**src/rtl/imm_sel_ctrl_pkg.sv**
```systemverilog
// imm_sel_ctrl_pkg
//   Shared definitions for the immediate-select control block: RV32 base
//   opcodes that carry an immediate, immediate mux select codes, the skid
//   buffer FSM encoding and the buffered entry layout.
package imm_sel_ctrl_pkg;

  localparam logic [6:0] OPC_LUI    = 7'b0110111;
  localparam logic [6:0] OPC_AUIPC  = 7'b0010111;
  localparam logic [6:0] OPC_JAL    = 7'b1101111;
  localparam logic [6:0] OPC_JALR   = 7'b1100111;
  localparam logic [6:0] OPC_OP_IMM = 7'b0010011;
  localparam logic [6:0] OPC_LOAD   = 7'b0000011;
  localparam logic [6:0] OPC_STORE  = 7'b0100011;
  localparam logic [6:0] OPC_BRANCH = 7'b1100011;

  localparam logic [1:0] IMM_SEL_20 = 2'b00;
  localparam logic [1:0] IMM_SEL_I  = 2'b01;
  localparam logic [1:0] IMM_SEL_SB = 2'b10;

  typedef enum logic [1:0] {
    ST_EMPTY = 2'b00,
    ST_ONE   = 2'b01,
    ST_FULL  = 2'b10
  } state_t;

  typedef struct packed {
    logic [1:0]  sel;
    logic [19:0] data0;
    logic [11:0] data1;
    logic [11:0] data2;
    logic        illegal;
  } imm_entry_t;

  localparam imm_entry_t ENTRY_ZERO = '0;

endpackage

```
**src/rtl/imm_sel_ctrl_dec.sv**
```systemverilog
// imm_field_dec
//   Purely combinational immediate field extraction from a 32-bit instruction.
//   Only the field matching imm_sel carries data; the other two are zero.
// Ports:
//   inst     in  32  instruction word
//   imm_sel  out  2  00 U/J, 01 I, 10 S/B
//   data0    out 20  U or J immediate field
//   data1    out 12  I immediate field
//   data2    out 12  S or B immediate field
//   illegal  out  1  opcode not recognised
module imm_field_dec
  import imm_sel_ctrl_pkg::*;
#(
  parameter bit ILLEGAL_ZERO = 1'b1
) (
  input  logic [31:0] inst,
  output logic [1:0]  imm_sel,
  output logic [19:0] data0,
  output logic [11:0] data1,
  output logic [11:0] data2,
  output logic        illegal
);

  always_comb begin
    imm_sel = IMM_SEL_20;
    data0   = '0;
    data1   = '0;
    data2   = '0;
    illegal = 1'b0;
    case (inst[6:0])
      OPC_LUI, OPC_AUIPC: data0 = inst[31:12];
      OPC_JAL:            data0 = {inst[31], inst[19:12], inst[20], inst[30:21]};
      OPC_OP_IMM, OPC_LOAD, OPC_JALR: begin
        imm_sel = IMM_SEL_I;
        data1   = inst[31:20];
      end
      OPC_STORE: begin
        imm_sel = IMM_SEL_SB;
        data2   = {inst[31:25], inst[11:7]};
      end
      OPC_BRANCH: begin
        imm_sel = IMM_SEL_SB;
        data2   = {inst[31], inst[7], inst[30:25], inst[11:8]};
      end
      default: begin
        illegal = 1'b1;
        // Optionally expose the raw U-type field for debug of illegal words.
        if (!ILLEGAL_ZERO) data0 = inst[31:12];
      end
    endcase
  end

endmodule

```
**src/rtl/imm_sel_ctrl.sv**
```systemverilog
// imm_sel_ctrl
//   Decodes the immediate fields of incoming instructions and buffers the
//   decoded entries in a two-entry skid buffer ahead of the immediate mux.
//   inst_ready_o is a registered function of buffer occupancy only, so it
//   never depends combinationally on out_ready_i.
// Ports:
//   clk, rst_n             clock, asynchronous active-low reset
//   inst_i/inst_valid_i    instruction word and its valid
//   inst_ready_o           block accepts inst_i this cycle
//   flush_i                discard all buffered entries
//   out_ready_i            downstream accepts output
//   out_valid_o            output entry valid
//   imm_sel_o, imm_data*_o decoded immediate select and fields (oldest entry)
//   illegal_o              output entry carries an unrecognised opcode
module imm_sel_ctrl
  import imm_sel_ctrl_pkg::*;
#(
  parameter bit ILLEGAL_ZERO = 1'b1
) (
  input  logic        clk,
  input  logic        rst_n,
  input  logic [31:0] inst_i,
  input  logic        inst_valid_i,
  output logic        inst_ready_o,
  input  logic        flush_i,
  input  logic        out_ready_i,
  output logic        out_valid_o,
  output logic [1:0]  imm_sel_o,
  output logic [19:0] imm_data0_o,
  output logic [11:0] imm_data1_o,
  output logic [11:0] imm_data2_o,
  output logic        illegal_o
);

  imm_entry_t dec_p0;
  imm_entry_t slot0_p1;   // oldest entry, drives the outputs
  imm_entry_t slot1_p1;   // second entry, only live in ST_FULL
  state_t     state_p1;
  logic       rdy_p1;
  logic       vld_p1;
  logic       acc;
  logic       xfer;

  // ---- stage p0: combinational decode of the incoming word ----
  imm_field_dec #(
    .ILLEGAL_ZERO(ILLEGAL_ZERO)
  ) u_dec (
    .inst    (inst_i),
    .imm_sel (dec_p0.sel),
    .data0   (dec_p0.data0),
    .data1   (dec_p0.data1),
    .data2   (dec_p0.data2),
    .illegal (dec_p0.illegal)
  );

  assign acc  = inst_valid_i & rdy_p1;
  assign xfer = vld_p1 & out_ready_i;

  // ---- stage p1: two-entry skid buffer ----
  always_ff @(posedge clk or negedge rst_n) begin
    if (!rst_n) begin
      state_p1 <= ST_EMPTY;
      rdy_p1   <= 1'b0;
      vld_p1   <= 1'b0;
      slot0_p1 <= ENTRY_ZERO;
      slot1_p1 <= ENTRY_ZERO;
    end else if (flush_i) begin
      state_p1 <= ST_EMPTY;
      rdy_p1   <= 1'b1;
      vld_p1   <= 1'b0;
      slot0_p1 <= ENTRY_ZERO;
      slot1_p1 <= ENTRY_ZERO;
    end else begin
      case (state_p1)
        ST_EMPTY: begin
          rdy_p1 <= 1'b1;
          if (acc) begin
            slot0_p1 <= dec_p0;
            vld_p1   <= 1'b1;
            state_p1 <= ST_ONE;
          end
        end
        ST_ONE: begin
          case ({acc, xfer})
            2'b10: begin
              slot1_p1 <= dec_p0;
              rdy_p1   <= 1'b0;
              state_p1 <= ST_FULL;
            end
            2'b01: begin
              slot0_p1 <= ENTRY_ZERO;
              vld_p1   <= 1'b0;
              state_p1 <= ST_EMPTY;
            end
            2'b11: slot0_p1 <= dec_p0;
            default: ;
          endcase
        end
        ST_FULL: begin
          if (xfer) begin
            slot0_p1 <= slot1_p1;
            slot1_p1 <= ENTRY_ZERO;
            rdy_p1   <= 1'b1;
            state_p1 <= ST_ONE;
          end
        end
        default: begin
          state_p1 <= ST_EMPTY;
          rdy_p1   <= 1'b1;
          vld_p1   <= 1'b0;
          slot0_p1 <= ENTRY_ZERO;
          slot1_p1 <= ENTRY_ZERO;
        end
      endcase
    end
  end

  assign inst_ready_o = rdy_p1;
  assign out_valid_o  = vld_p1;
  assign imm_sel_o    = slot0_p1.sel;
  assign imm_data0_o  = slot0_p1.data0;
  assign imm_data1_o  = slot0_p1.data1;
  assign imm_data2_o  = slot0_p1.data2;
  assign illegal_o    = slot0_p1.illegal;

endmodule

```
**config.mk**
```make
export PLATFORM = sky130hd
export DESIGN_NAME = imm_sel_ctrl
export DESIGN_NICKNAME = d
export VERILOG_FILES = /design/src/rtl/imm_sel_ctrl_pkg.sv /design/src/rtl/imm_sel_ctrl_dec.sv /design/src/rtl/imm_sel_ctrl.sv
export SDC_FILE = /design/constraint.sdc
export NUM_CORES = 1
export LEC_CHECK = 0
export CAP_MARGIN = 5
export CORE_ASPECT_RATIO = 1.1
export CORE_MARGIN = 5
export CORE_UTILIZATION = 25
export DETAILED_ROUTE_END_ITERATION = 16
export GPL_TIMING_DRIVEN = 0
export PLACE_DENSITY = 0.49
export SETUP_SLACK_MARGIN = 0.05
export SLEW_MARGIN = 20
export SYNTH_ARGS = -nofsm -noshare
export SYNTH_HDL_FRONTEND = slang
export SYNTH_SLANG_ARGS = --single-unit
```
**constraint.sdc**
```tcl
create_clock -name clk -period 3.9 [get_ports clk]
set_clock_uncertainty 0.05 [all_clocks]
set_input_delay 0.78 -clock clk [delete_from_list [all_inputs] [get_ports clk]]
set_output_delay 0.78 -clock clk [all_outputs]
set_load 0.02 [all_outputs]
```
==> run summary, run 1 <==
Outcome -> complete, no violations
Comb power frac -> 0.116
CTS tree -> done
Max-cap viol count -> 0
Syn-to-layout area delta -> 33.1%
Setup_tns -> 0 ns
Drt drc -> 0
Max-slew violation count -> 0
CTS Buffer Depth -> 2
Clock power frac -> 0.427
Die area -> 0.0209 sq mm
Net Sw Power -> 0.580 mW
Sw frac -> 0.256
Mapped Cells -> 404
Grt met2 use -> 0.233
Slew margin rel. -> 0.373
Clock sinks -> 98
Detailed Place HPWL -> 10,800 um
Total power -> 2.26 mW
Arrival time worst endpoint -> 3.49 ns
Crit start category -> input port
Die Span Y -> 151 um
Setup ws final -> 0.620 ns
Gpl congestion -> 0.822
Async SR Flop Fraction -> 1.00
Vias in the first global route -> 3,897
Row count -> 51
Cell variety after synth -> 46
CP max FO -> 10
Post-CTS setup buffer count -> 0
Post-cts gate resize count -> 0
Clock root buffer -> clkbuf_16
Fillers -> 1,822
Nets -> 538
Pre-antenna DRT Iters -> 5
H-tree depth -> 3
Antenna-violating nets left -> 0
CP Cell Sequence -> clkdlybuf4s50_1 -> nand2_1 -> nor3_1 -> clkbuf_1 -> clkbuf_1 -> nand2_1 -> o211ai_1
N_diodes -> 0
Layout cell share with drive strength beyond 1 -> 0.0771
Net Count, Synth -> 441
Fmax achieved -> 305 MHz
Leading post-synthesis cells by instance count -> 98 x dfrtp_1, 27 x nor3_1, 24 x a221o_1, 24 x nand2_1, 23 x clkbuf_1
VDD IR max -> 0.208 mV
Top-count cell post-synth -> dfrtp_1
Worst path max stage delay -> 0.80 ns
Cts hold-fix bufs -> 0
Core ar. -> 0.0177 sq mm
First-pass GRT wire length -> 23,300 um
Required time of the critical path -> 4.11 ns
RSZ-0062 raised after global routing -> no
Post-Syn Area -> 0.00452 sq mm
Setup violators final -> 0
Mapped Avg Cell Area -> 11.2 sq um
Synth area leaders -> dfrtp_1 54%, a221o_1 5.3%, o2bb2ai_1 3.5%, a22o_1 3.3%, nor3_1 3.0%
Initial antenna violation count -> 0
DR WL/cell -> 19.9 um
DRT iter0 DRCs -> 319
Synth area leader -> dfrtp_1
Cell area after layout -> 0.00602 sq mm
Via density -> 5.10
Starting Density -> 0.255
Die Span X -> 138 um
Power Density -> 376 mW/mm^2
Overflow after GRT -> 0
EDFF count, synth -> 0
Overall Global Routing Usage -> 0.142
Placed cell area -> 0.00570 sq mm
YS warnings -> 0
CP Capture Type -> register
GRT busiest layer -> met2
CP Class -> input port to register
Latest clock arrival within the worst-skew pair -> 0.35 ns
Final WL -> 14,800 um
Min Tclk post-route -> 3.28 ns
Clk pin slew, worst setup/hold paths -> 0.07 ns
Placement Setup Slack -> 0.216 ns
Min-delay worst type -> input port to async pin
Worst-Margin Slew -> 0.934 ns
Maximum number of pins on one net before global-route repair -> 63
Leakage -> 2.54 nW
Share of the yosys chip area belonging to registers -> 0.542
Crit path max-delay cell type -> nor3_1
Met1 GRT Util -> 0.194
TritonCTS Buffers -> 9
IO Pins -> 86
Share of the synthesized area in the top cell type -> 0.542
Main flop type after synthesis -> dfrtp_1
Crit share post-route -> 0.841
#FFs+latches synth -> 98
Port buffer count -> 85
Seq pwr share -> 0.457
Pint -> 1.68 mW
Via count -> 3,793
M3 GR Usage -> 0.0281
Worst Hold Margin -> 0.282 ns
Final hold vios -> 0
[flip-flops by register name (all words and copies together), names as in the netlist]
name	count
slot1_p1	47
imm_data0_o	20
illegal_o	1
imm_sel_o	2
inst_ready_o	1
out_valid_o	1
imm_data2_o	12
state_p1	2
imm_data1_o	12
[power by group through the flow]
stage                     registers, mW  logic (mW)  clock network (mW)
after floorplan                    1.06       0.117                   0
after global placement             1.05       0.259                   0
after detailed placement           1.05       0.263                   0
after CTS                          1.03       0.264               0.986
after global routing               1.03       0.284                1.03
final                              1.03       0.262               0.965
[stage by stage]
stage,util,cells
floorplan,-,404
global placement,0.320,727
detailed placement,0.321,728
CTS,0.339,744
global route,0.339,744
finish,0.339,744
[worst max-delay path, delay by kind of cell]
family          cells  cell delay (ns)
buf+inv             3             1.49
simple gates        3             1.12
compound gates      1             0.10
[path summary, 6_finish.rpt]
check / from / slack, ns / to / cells past startpoint
max: out_ready_i / 0.62 / imm_data0_o[8]$_DFFE_PN0P_ / 7
max reg2reg: out_valid_o$_DFFE_PN0P_ / 1.14 / imm_data0_o[8]$_DFFE_PN0P_ / 6
min reg2reg: slot1_p1[3]$_DFFE_PN0P_ / 0.43 / slot1_p1[3]$_DFFE_PN0P_ / 1
min in group clk: slot1_p1[3]$_DFFE_PN0P_ / 0.43 / slot1_p1[3]$_DFFE_PN0P_ / 1
max in group asynchronous: rst_n / 2.89 / imm_data0_o[8]$_DFFE_PN0P_ / 2
min: rst_n / 0.28 / imm_data2_o[1]$_DFFE_PN0P_ / 1
[layout by cell type (no fill, tap or decap), drive strengths merged, types with 2 or more instances in the layout]
cell and instances:
dfrtp 98, clkdlybuf4s50 84, clkbuf 33, nor3 27
a221o 26, nand2 24, nand3 21, o2bb2ai 18
a22oi 17, o211ai 17, a22o 17, and2 17
a21o 15, buf 15, a21oi 12, mux2i 11
o21ai 6, nor2 6, inv 3, nand3b 3
nor4 3, clkinvlp 3, or2 2, nand2b 2
and3 2, nand4 2, a211o 2, o21bai 2
a32oi 2, a32o 2, bufinv 2
[metal layers]
layer / vias to the layer above / share of wire
met5: - / 0
met4: 0 / 0.015
met3: 21 / 0.046
met2: 110 / 0.47
met1: 1914 / 0.47
li1: 1748 / -
[cell type report]
type | instances | area, sq um | share of cell area
Buffer | 36 | 175 | 0.0291
Clock buffer | 10 | 229 | 0.0380
Sequential cell | 98 | 2450 | 0.407
Tap cell | 238 | 298 | 0.0495
Inverter | 3 | 11.3 | 0.00187
Timing Repair Buffer | 86 | 880 | 0.146
Multi-Input combinational cell | 267 | 1880 | 0.313
Clock inverter | 6 | 91.3 | 0.0152
[cells by family after synthesis]
kind of cell,after synthesis,share of synthesized area
buffers and inverters,39,0.0412
AND/OR/NAND/NOR,116,0.138
AO/OA/AOI/OAI,139,0.252
multiplexers,12,0.0268
flip-flops,98,0.542
Power figures use the tool's default switching activity.
==> run 2, diff against run 1 <==
Settings changed: PLACE_DENSITY 0.49 to 0.51.
Clock period 3.9 ns to 3 ns, I/O delays scaled along.
==> run 2 against run 1 <==
Compared with the run above: hold slack worse by 0.25 ns; total power up 24%; routed wire length down 0.36%; sequential power up 30%; first-iteration DRC count down 12%; die area unchanged; global-route usage down 0.093 points; critical path depth down 1; via count up 0.74%; setup slack worse by 0.31 ns; critical path type unchanged; largest cell class unchanged.
==> run summary, run 2 (same netlist as run 1, synthesis figures left out) <==
CTS Buffer Depth -> 2 (unchanged)
Drt drc -> 0 (unchanged)
Via count -> 3,821 (was 3,793)
Final hold vios -> 0 (unchanged)
Max-cap viol count -> 0 (unchanged)
Area occupied by multi-input gates -> 0.00189 sq mm (was 0.00188 sq mm)
CP Class -> input port to register (unchanged)
Overflow after GRT -> 0 (unchanged)
Required time of the critical path -> 3.19 ns (was 4.11 ns)
Largest register FFs -> 47 (unchanged)
Seq pwr share -> 0.481 (was 0.457)
Die Span X -> 138 um (unchanged)
Via density -> 5.14 (was 5.10)
Clock sinks -> 98 (unchanged)
Starting Density -> 0.255 (unchanged)
RSZ-0062 raised after global routing -> no (unchanged)
Comb power frac -> 0.122 (was 0.116)
Dpl cells -> 728 (unchanged)
Slew margin rel. -> 0.533 (was 0.373)
Sw frac -> 0.264 (was 0.256)
Syn-to-layout area delta -> 32.3% (was 33.1%)
Detailed Place HPWL -> 10,800 um (about the same)
Net Sw Power -> 0.736 mW (was 0.580 mW)
Crit start category -> input port (unchanged)
VDD IR max -> 0.220 mV (was 0.208 mV)
H-tree depth -> 3 (unchanged)
Min-delay worst type -> input port to async pin (unchanged)
Antenna-violating nets left -> 0 (unchanged)
Clk pin slew, worst setup/hold paths -> 0.07 ns (about the same)
Vias in the first global route -> 3,825 (was 3,897)
Nets -> 538 (unchanged)
Non-filler cells, final -> 743 (was 744)
Arrival time worst endpoint -> 2.88 ns (was 3.49 ns)
TritonCTS Buffers -> 9 (unchanged)
Pre-antenna DRT Iters -> 5 (unchanged)
Power Density -> 467 mW/mm^2 (was 376 mW/mm^2)
Clock power frac -> 0.396 (was 0.427)
Core ar. -> 0.0177 sq mm (unchanged)
Row count -> 51 (unchanged)
Maximum number of pins on one net before global-route repair -> 81 (was 63)
First-pass GRT wire length -> 22,700 um (was 23,300 um)
Initial antenna violation count -> 0 (unchanged)
Leakage -> 2.54 nW (about the same)
Die area -> 0.0209 sq mm (unchanged)
Layout cell share with drive strength beyond 1 -> 0.0772 (was 0.0771)
CP max FO -> 10 (unchanged)
Min Tclk post-route -> 2.69 ns
N_diodes -> 0 (unchanged)
Sequential cell area -> 0.00245 sq mm (unchanged)
Setup ws final -> 0.306 ns (was 0.620 ns)
DR WL/cell -> 19.9 um (about the same)
Outcome -> complete, no violations (unchanged)
Placement Setup Slack -> -0.497 ns (was 0.216 ns)
Most common cell after layout, fill and taps aside -> dfrtp_1 (unchanged)
Setup violators final -> 0 (unchanged)
Latest clock arrival within the worst-skew pair -> 0.35 ns (about the same)
Port buffer count -> 85 (unchanged)
CTS tree -> done (unchanged)
Worst-Margin Slew -> 0.700 ns (was 0.934 ns)
DRT iter0 DRCs -> 281 (was 319)
Crit share post-route -> 0.898
Clock root buffer -> clkbuf_16 (unchanged)
Gpl congestion -> 0.831 (was 0.822)
Fmax achieved -> 371 MHz
IO Pins -> 86 (unchanged)
Most frequent cells in the layout -> 98 x dfrtp_1, 84 x clkdlybuf4s50_1, 26 x nor3_1 (was 98 x dfrtp_1, 84 x clkdlybuf4s50_1, 27 x nor3_1)
Overall Global Routing Usage -> 0.141 (was 0.142)
Biggest register -> slot1_p1 (unchanged)
Final WL -> 14,800 um (about the same)
Max-slew violation count -> 0 (unchanged)
Pint -> 2.06 mW (was 1.68 mW)
Fillers -> 1,844 (was 1,822)
Die Span Y -> 151 um (unchanged)
CP Capture Type -> register (unchanged)
run 2: cell count changes in the layout (fill, tap and decap cells not counted), sizes merged:
cell,before,now
bufinv,2,0
clkbuf,33,36
clkinvlp,3,1
run 2: metal layers:
layer,track usage,up-vias,part of all wire
met5,0,-,0
met4,0.0519,0,0.019
met3,0.0294,20,0.061
met2,0.217,136,0.46
met1,0.197,1910,0.46
li1,-,1755,-
run 2: layout make-up:
class	count	share of cell area
Sequential cell	98	0.410
Multi-Input combinational cell	267	0.317
Timing Repair Buffer	86	0.147
Tap cell	238	0.0498
Clock buffer	13	0.0435
Buffer	36	0.0295
Clock inverter	2	0.00209
Inverter	3	0.00188
run 2: critical path, stage by stage:
cell             delay (ns)
clkdlybuf4s50_1        0.57
and4bb_2               0.32
a32oi_1                0.53
nor2_1                 0.15
clkbuf_1               0.30
a221o_2                0.39
run 2: timing repair:
item | in CTS | in global routing
buffers inserted | 0 | 0
setup endpoints to repair | 10 | 9
hold buffers | 0 | 0
gates resized for setup | 1 | 3
cloned | 0 | 0
endpoints found under the hold margin | 0 | 0
run 2: per-stage QoR:
stage	hold WS [ns]	TNS (ns)	cell area, sq um	utilization	total power, mW
floorplan	0.254	0	4520	-	1.53
global placement	0.410	-251.90	5670	0.320	1.71
detailed placement	0.409	-6.00	5700	0.321	1.71
CTS	0.0315	0	5980	0.337	2.82
global route	0.0382	0	5980	0.337	2.89
finish	0.0330	0	5980	0.337	2.79
run 2: power by group through the flow:
stage | sequential [mW] | combinational, mW | clock, mW
2_1_floorplan | 1.37 | 0.153 | 0
3_3_place_gp | 1.37 | 0.337 | 0
3_5_place_dp | 1.37 | 0.345 | 0
4_1_cts | 1.34 | 0.346 | 1.13
5_1_grt | 1.35 | 0.373 | 1.17
6_report | 1.34 | 0.341 | 1.11
run 2: worst paths after layout:
kind                                         start                         end  slack (ns)  depth (start not counted)
setup / recovery                         inst_i[6]  imm_data1_o[1]$_DFFE_PN0P_        0.31                          6
hold / removal                               rst_n     state_p1[0]$_DFFE_PN0P_        0.03                          1
setup reg to reg           out_valid_o$_DFFE_PN0P_  imm_data0_o[4]$_DFFE_PN0P_        0.67                          6
hold reg to reg            slot1_p1[9]$_DFFE_PN0P_     slot1_p1[9]$_DFFE_PN0P_        0.43                          1
max in group asynchronous                    rst_n    slot1_p1[10]$_DFFE_PN0P_        2.20                          2
min in group clk           slot1_p1[9]$_DFFE_PN0P_     slot1_p1[9]$_DFFE_PN0P_        0.43                          1
